<file path="src/rtl/serial_register_receiver.sv">
// serial_register_receiver
// Receive side of a three-line (shift clock / data / latch) 74HC595-style
// serial link. The lines are oversampled in the system clock domain and the
// frame is deserialised MSB first into a parallel word. Frames with the wrong
// length, or that stall mid-frame, are reported and counted.

package ckrs_pkg;
  typedef struct packed {
    logic clk;
    logic reset;
  } ckrs_t;
endpackage

module serial_register_receiver #(
  parameter int g_width       = 32,
  parameter int g_sync_stages = 2,
  parameter int g_timeout     = 1000
) (
  input  ckrs_pkg::ckrs_t      ClkRs_ix,
  input  logic                 SerClk_i,
  input  logic                 SerData_i,
  input  logic                 SerLatch_i,
  output logic [g_width-1:0]   Data_ob,
  output logic                 DataValid_o,
  output logic                 FrameError_o,
  output logic [15:0]          ErrorCount_ob,
  output logic                 Busy_o
);

  localparam int CW = $clog2(g_width + 1);
  localparam int TW = (g_timeout > 1) ? $clog2(g_timeout) : 1;

  localparam logic [CW-1:0] CNT_ZERO = CW'(0);
  localparam logic [CW-1:0] CNT_ONE  = CW'(1);
  localparam logic [CW-1:0] CNT_FULL = CW'(g_width);
  localparam logic [TW-1:0] TMO_ZERO = TW'(0);
  localparam logic [TW-1:0] TMO_ONE  = TW'(1);
  localparam logic [TW-1:0] TMO_LAST = TW'(g_timeout - 1);

  localparam logic [0:0] IDLE  = 1'b0;
  localparam logic [0:0] SHIFT = 1'b1;

  logic clk;
  logic rst_n;
  assign clk   = ClkRs_ix.clk;
  assign rst_n = ClkRs_ix.reset;

  // Input synchronisers and registered edge detection
  logic [g_sync_stages-1:0] sclk_sync_q;
  logic [g_sync_stages-1:0] sdat_sync_q;
  logic [g_sync_stages-1:0] slat_sync_q;
  logic                     sclk_prev_q;
  logic                     slat_prev_q;
  logic                     sclk_rise_q;
  logic                     slat_rise_q;
  logic                     sdat_bit_q;

  // Frame state
  logic [0:0]         state_q,  state_d;
  logic [g_width-1:0] shift_q,  shift_d;
  logic [CW-1:0]      cnt_q,    cnt_d;
  logic [TW-1:0]      tmo_q,    tmo_d;
  logic               ovf_q,    ovf_d;
  logic [g_width-1:0] data_q,   data_d;
  logic               valid_q,  valid_d;
  logic               err_q,    err_d;
  logic [15:0]        errcnt_q, errcnt_d;
  logic               busy_q;

  logic [g_width-1:0] shift_in_s;
  logic [CW-1:0]      cnt_inc_s;

  // The data bit is captured alongside the rise pulse so both refer to the
  // same sampled instant.
  assign shift_in_s = {shift_q[g_width-2:0], sdat_bit_q};
  assign cnt_inc_s  = cnt_q + CNT_ONE;

  // Synchronise the three serial lines and register their rising edges
  always_ff @(posedge clk) begin
    if (!rst_n) begin
      sclk_sync_q <= '0;
      sdat_sync_q <= '0;
      slat_sync_q <= '0;
      sclk_prev_q <= 1'b0;
      slat_prev_q <= 1'b0;
      sclk_rise_q <= 1'b0;
      slat_rise_q <= 1'b0;
      sdat_bit_q  <= 1'b0;
    end else begin
      sclk_sync_q <= {sclk_sync_q[g_sync_stages-2:0], SerClk_i};
      sdat_sync_q <= {sdat_sync_q[g_sync_stages-2:0], SerData_i};
      slat_sync_q <= {slat_sync_q[g_sync_stages-2:0], SerLatch_i};
      sclk_prev_q <= sclk_sync_q[g_sync_stages-1];
      slat_prev_q <= slat_sync_q[g_sync_stages-1];
      sclk_rise_q <= sclk_sync_q[g_sync_stages-1] & ~sclk_prev_q;
      slat_rise_q <= slat_sync_q[g_sync_stages-1] & ~slat_prev_q;
      sdat_bit_q  <= sdat_sync_q[g_sync_stages-1];
    end
  end

  // Frame FSM: shift bits, commit on latch, abort on overflow/short/stall
  always_comb begin
    state_d = state_q;
    shift_d = shift_q;
    cnt_d   = cnt_q;
    tmo_d   = tmo_q;
    ovf_d   = ovf_q;
    data_d  = data_q;
    valid_d = 1'b0;
    err_d   = 1'b0;
    case (state_q)
      IDLE: begin
        tmo_d = TMO_ZERO;
        if (slat_rise_q) begin
          if (ovf_q) begin
            // Latch closing an overflowed frame was already counted.
            ovf_d = 1'b0;
          end else if (sclk_rise_q) begin
            // One bit shifted then latched: can never be a full frame.
            shift_d = shift_in_s;
            err_d   = 1'b1;
          end else begin
            err_d = 1'b1;
          end
          cnt_d = CNT_ZERO;
        end else if (sclk_rise_q && !ovf_q) begin
          shift_d = shift_in_s;
          cnt_d   = CNT_ONE;
          state_d = SHIFT;
        end else begin
          cnt_d = CNT_ZERO;
        end
      end
      SHIFT: begin
        if (sclk_rise_q && (cnt_q == CNT_FULL)) begin
          // Overflow; a coincident latch closes the frame immediately.
          err_d   = 1'b1;
          ovf_d   = ~slat_rise_q;
          cnt_d   = CNT_ZERO;
          tmo_d   = TMO_ZERO;
          state_d = IDLE;
        end else if (sclk_rise_q) begin
          tmo_d = TMO_ZERO;
          if (slat_rise_q) begin
            // Coincident edges: the bit is part of the frame being latched.
            shift_d = shift_in_s;
            if (cnt_inc_s == CNT_FULL) begin
              data_d  = shift_in_s;
              valid_d = 1'b1;
            end else begin
              err_d = 1'b1;
            end
            cnt_d   = CNT_ZERO;
            state_d = IDLE;
          end else begin
            shift_d = shift_in_s;
            cnt_d   = cnt_inc_s;
          end
        end else if (slat_rise_q) begin
          if (cnt_q == CNT_FULL) begin
            data_d  = shift_q;
            valid_d = 1'b1;
          end else begin
            err_d = 1'b1;
          end
          cnt_d   = CNT_ZERO;
          tmo_d   = TMO_ZERO;
          state_d = IDLE;
        end else if (tmo_q == TMO_LAST) begin
          err_d   = 1'b1;
          cnt_d   = CNT_ZERO;
          tmo_d   = TMO_ZERO;
          state_d = IDLE;
        end else begin
          tmo_d = tmo_q + TMO_ONE;
        end
      end
      default: begin
        state_d = IDLE;
        cnt_d   = CNT_ZERO;
        tmo_d   = TMO_ZERO;
        ovf_d   = 1'b0;
      end
    endcase
  end

  // Saturating error counter next state
  always_comb begin
    if (err_d && (errcnt_q != 16'hFFFF)) begin
      errcnt_d = errcnt_q + 16'd1;
    end else begin
      errcnt_d = errcnt_q;
    end
  end

  // State and output registers
  always_ff @(posedge clk) begin
    if (!rst_n) begin
      state_q  <= IDLE;
      shift_q  <= '0;
      cnt_q    <= CNT_ZERO;
      tmo_q    <= TMO_ZERO;
      ovf_q    <= 1'b0;
      data_q   <= '0;
      valid_q  <= 1'b0;
      err_q    <= 1'b0;
      errcnt_q <= 16'd0;
      busy_q   <= 1'b0;
    end else begin
      state_q  <= state_d;
      shift_q  <= shift_d;
      cnt_q    <= cnt_d;
      tmo_q    <= tmo_d;
      ovf_q    <= ovf_d;
      data_q   <= data_d;
      valid_q  <= valid_d;
      err_q    <= err_d;
      errcnt_q <= errcnt_d;
      busy_q   <= (state_d == SHIFT);
    end
  end

  assign Data_ob       = data_q;
  assign DataValid_o   = valid_q;
  assign FrameError_o  = err_q;
  assign ErrorCount_ob = errcnt_q;
  assign Busy_o        = busy_q;

endmodule

</file>
<file path="config.mk">
export PLATFORM = sky130hd
export DESIGN_NAME = serial_register_receiver
export DESIGN_NICKNAME = d
export VERILOG_FILES = /design/src/rtl/serial_register_receiver.sv
export SDC_FILE = /design/constraint.sdc
export NUM_CORES = 1
export LEC_CHECK = 0
export CAP_MARGIN = 20
export CORE_MARGIN = 3
export CORE_UTILIZATION = 55
export CTS_CLUSTER_DIAMETER = 120
export DETAILED_ROUTE_END_ITERATION = 16
export GPL_ROUTABILITY_DRIVEN = 0
export PLACE_DENSITY_LB_ADDON = 0.2
export SETUP_SLACK_MARGIN = 0.2
export SYNTH_ARGS = -nofsm -noshare
export SYNTH_HDL_FRONTEND = slang
export SYNTH_SLANG_ARGS = --single-unit
</file>
<file path="constraint.sdc">
create_clock -name ClkRs_ix -period 2.77 [get_ports ClkRs_ix]
set_input_delay 0.554 -clock ClkRs_ix [delete_from_list [all_inputs] [get_ports ClkRs_ix]]
set_output_delay 0.554 -clock ClkRs_ix [all_outputs]
set_load 0.05 [all_outputs]
</file>
**Yosys cells after proc, flatten, opt, wreduce, memory -nomap -nowiden**

Cells that the tools add are included.

- Bits in registers: 111
- Output and inout port bits: 51
- Word-level logic and storage cells: 98

- $add $sub $neg: 3
- Equality and inequality tests: 11
- Multiplexer cells: 50
- Bitwise gates (word level): 8
- Reductions and logical operators: 9

Operator list:

| cell | number |
|---|---|
| $mux 32 | 10 |
| $pmux 32 s2 | 1 |
| $mux 10 | 4 |
| $mux 6 | 5 |
| $mux 1 | 25 |
| $pmux 10 s2 | 1 |
| $add 16x1->16 const B | 1 |
| $ne 16x16->1 const B | 1 |
| $eq 6x6->1 const B | 2 |
| $pmux 6 s2 | 1 |
| $add 10x1->10 const B | 1 |
| $eq 10x10->1 const B | 1 |
| $add 6x1->6 const B | 1 |
| $ne 3x3->1 const B | 2 |
| $not 1->1 | 6 |
| $pmux 1 s2 | 3 |
| $ne 5x3->1 const B | 1 |
| $reduce_and 5->1 | 1 |
| $ne 2x1->1 const B | 2 |
| $ne 2x2->1 const B | 2 |
| $logic_and 1x1->1 | 3 |
| $reduce_and 3->1 | 1 |
| $reduce_or 3->1 | 1 |
| $and 1x1->1 | 2 |
| other kinds (3) | 3 |

**Longest topological paths before layout**

- Depth after elaboration: 8
- Depth in mapped cells: 10
- Depth with buffers taken out: 8

**Worst setup path before layout**

Ideal clock, no wire load.

- Kind: reg-to-reg
- Start: reg Busy_o (netlist name)
- End: reg errcnt_q[9], in the netlist ErrorCount_ob[9]
- Library setup time: 0.115 ns
- Data arrival time: 2.115 ns
- Data required time: 2.655 ns
- Path slack: 0.541 ns
- Stages on the path, launching flop included: 9
- Period minus slack after synthesis: 2.229 ns
- Cell sequence: dfxtp_1 clkbuf_1 a21o_1 a41oi_1 nor3b_4 nand3_2 buf_4 o31a_1 o21a_1

RTL lines:

| what | line | RTL |
|---|---|---|
| end signal: assignment | 218 | `errcnt_q <= errcnt_d;` |
| end: declaration | 67 | `logic [15:0] errcnt_q, errcnt_d;` |

**Worst setup path after layout**

- Start: reg tmo_q[0]
- End: reg errcnt_q[15], in the netlist ErrorCount_ob[15]

- Cells in the longest elaborated chain, start to end: 7

RTL lines:

| what | line | RTL |
|---|---|---|
| start: declaration | 62 | `logic [TW-1:0] tmo_q, tmo_d;` |
| start signal: assignment | 213 | `tmo_q <= tmo_d;` |
| $eq 10x10->1 | 169 | `end else if (tmo_q == TMO_LAST) begin` |
| $mux 1 | 169 |  |
| $mux 1 | 159 | `end else if (slat_rise_q) begin` |
| $mux 1 | 142 | `end else if (sclk_rise_q) begin` |
| $mux 1 | 135 | `if (sclk_rise_q && (cnt_q == CNT_FULL)) begin` |
| $pmux 1 s2 | 111 | `case (state_q)` |
| $logic_and 1x1->1 | 189 | `if (err_d && (errcnt_q != 16'hFFFF)) begin` |

No other way between the ends.
A chain may end at the register's enable or synchronous reset.

==> results.toml <==
[pwr]
total_power_mw = 5.75
ir_drop_mv = 0.671
power.leakage_nw = 2.28
powerDensity_nw_per_um2 = 931

[worst_hold_path]
hold_path.class = "clock port to flip-flop"

[worst_setup_path]
critPathLaunchType = "flip-flop"
arrival_ns = 2.70
cp.buffers_inverters = 0
cp_slowest_stage_delay_ns = 0.57
critical_path_class = "flip-flop to flip-flop"
cp_top_family = "simple AND/OR/NAND/NOR gates"
crit_slowest_cell = "or4_1"
crit_fanout = 22
required_ns = 3.08
cp-end-kind = "flip-flop"
crit_chain = "ha_1, and2_1, a41oi_1, nor3b_4, nand3_4, or4_1, a21oi_1"

[global_route]
antenna_found_initial = 0
grt_pass1_wl_um = 17400
grt_pass1_vias = 5065
grt_overflow = 0
grt_start_max_net_pins = 66
groute.usage.overall_pct = 22.8

[drt]
firstDrtPassIters = 5
wirelength_um = 10400
num_vias = 4297
viasPerCell = 5.46
drt_iter0_markers = 190
wl_per_cell_um = 13.2
route.detailed.drc = 0
final_antenna_net_count = 0

[logic_synthesis]
netlist_area_um2 = 4540
synth.distinct_cells = 45
synth_compound_area_share_pct = 14.5
synth-seq-cells = 111
synthMuxAreaShare_pct = 7.49
synthSimpleGateAreaFrac_pct = 22.2
synth_nets = 529
syn_inst = 520
synth_xor_area_share_pct = 2.12
async_reset_ff_share_pct = 0
synth_top_family_by_area = "simple AND/OR/NAND/NOR gates"
yosys_warnings = 0
synthAdderAreaFrac_pct = 1.10
synth.avg_cell_area_um2 = 8.74
synth_edf_count = 0
seq_area_frac_synth_pct = 48.9
synth_top_flop_cell = "dfxtp_1"

[die]
start_util_pct = 57.6
io_pins = 56
die_w_um = 96.9
die_h_um = 96.9
fp-row-count = 32
coreArea_um2 = 7890
dieArea_um2 = 9390

[finish]
finalNetCount = 678
fin_util_pct = 78.3
design_area_um2 = 6180
areaGrowthSynthToFinish_pct = 35.9
antenna_cells = 0
register_area_um2 = 2220
multi_input_area_um2 = 2170
drive_gt1_share_pct = 21.6
fillers = 519

[clocking]
clkTransAtPathRegs_ns = 0.10
cts_tree = "done"
clk-insertion-delay-late_ns = 0.38
cts_resized = 0
cts_setup_buffers = 0
hold_buffers = 0

[place]
place.detailed.hpwl_um = 5600
placed_cell_area_um2 = 5120
io_buffers = 54
dpl_worst_slack_ns = 0.333

[timing]
setup_viol = 0
setup-tns-final_ns = 0
period_minus_slack_ns = 2.39
rsz0062_at_grt = "no"
worst_pin_slew_ns = 0.630
post-route-period-util_pct = 86.2
skew_ns = 0.00998
finalHoldViolCount = 0
slew_headroom_pct = 58.0
finalWorstSetupSlack_ns = 0.383
drv_slew = 0
fmax_ghz = 0.419

[run_status]
outcome = "complete, no violations"

[run]
cap_violations = 0
==> synthesized netlist by cell type, types with 2 or more instances <==
cell type    n  area [um2]
a211oi_1    33         248
a21oi_1     47         235
a31oi_1      2        12.5
and2_1      12        75.1
and3_1       8        50.1
and4_1       2        17.5
buf_2        7        35.0
buf_4        4        30.0
clkbuf_1    19        71.3
dfxtp_1    111        2220
ha_1         4        50.1
inv_1        6        22.5
mux2i_1     34         340
nand2_1     85         319
nand2b_1     2        12.5
nand3_1     12        60.1
nand3b_1     4        30.0
nand4_1      7        43.8
nor2_1      58         218
nor2b_1      3        18.8
o21ai_0     13        65.1
o31ai_1      4        30.0
or2_2        2        12.5
or3_1        9        56.3
or4_1        3        22.5
xnor2_1      5        43.8
xor2_1       6        52.6
==> report_power, final <==
part	internal, mW	switching (mW)
Combinational	0.176	0.345
Clock	1.52	1.95
Sequential	1.68	0.0702
Total	3.38	2.37
==> tightest hold or removal path: cells and delay by family <==
family	cells	cell delay (ns)
buf+inv	3	0.36
simple gates	1	0.10
==> placed cells by master, fill, tap and decap left out, types with 8 or more instances in the layout <==
| cell | instances |
|---|---|
| dfxtp_1 | 110 |
| inv_2 | 87 |
| nand2_1 | 85 |
| nor2_1 | 58 |
| clkdlybuf4s50_1 | 54 |
| a21oi_1 | 46 |
| mux2i_1 | 34 |
| a211oi_1 | 33 |
| clkbuf_8 | 32 |
| o21ai_0 | 13 |
| nand3_1 | 12 |
| and2_1 | 12 |
| or3_1 | 9 |
| and3_1 | 8 |
==> layout make-up <==
| cell class | instances | share of cell area (%) |
|---|---|---|
| Clock inverter | 101 | 7.94 |
| Sequential cell | 111 | 36.0 |
| Inverter | 6 | 0.365 |
| Timing Repair Buffer | 58 | 9.56 |
| Clock buffer | 38 | 8.87 |
| Multi-Input combinational cell | 371 | 35.2 |
| Tap cell | 102 | 2.07 |
==> through the flow <==
| step | instances | hold slack (ns) |
|---|---|---|
| final | 787 | 0.113 |
| after detailed placement | 648 | 0.118 |
| after CTS | 786 | 0.112 |
| after global routing | 787 | 0.115 |
| after floorplan | 520 | 0.136 |
| after global placement | 648 | 0.118 |
==> per-layer routing <==
layer | wire (um) | vias up | global-route usage, %
met5 | 0 | - | 1.65
met1 | 4290 | 1977 | 19.3
met4 | 339 | 0 | 32.3
met2 | 5050 | 157 | 28.7
met3 | 692 | 37 | 16.9
li1 | - | 2126 | -
==> path summary, 6_finish.rpt <==
kind         slack (ns)              startpoint  cells after the start                             end
min                0.11             ClkRs_ix[0]                      4       slat_sync_q[1]$_SDFF_PN0_
max reg2reg        0.38     tmo_q[0]$_SDFF_PP0_                      7  ErrorCount_ob[15]$_SDFFE_PN0P_
max                0.38     tmo_q[0]$_SDFF_PP0_                      7  ErrorCount_ob[15]$_SDFFE_PN0P_
min reg2reg        0.39  sclk_prev_q$_SDFF_PN0_                      1          sclk_rise_q$_SDFF_PN0_
==> sequential cells by signal (all words and copies together), names as in the netlist <==
signal,cells
Data_ob,32
shift_q,32
ErrorCount_ob,16
tmo_q,10
cnt_q,6
sclk_sync_q,2
sdat_sync_q,2
slat_sync_q,2
Busy_o,1
DataValid_o,1
FrameError_o,1
ovf_q,1
sclk_prev_q,1
sclk_rise_q,1
sdat_bit_q,1
slat_prev_q,1
slat_rise_q,1
==> cells by family (layout without fill, tap and decap cells) <==
family | Yosys count | after routing
AO/OA/AOI/OAI | 108 | 108
buffers and inverters | 38 | 203
multiplexers | 34 | 34
flip-flops | 111 | 111
AND/OR/NAND/NOR | 214 | 214
XOR/XNOR | 11 | 11
adder cells (fa/ha/maj) | 4 | 4
No activity file was read; power rests on OpenSTA's default activity.
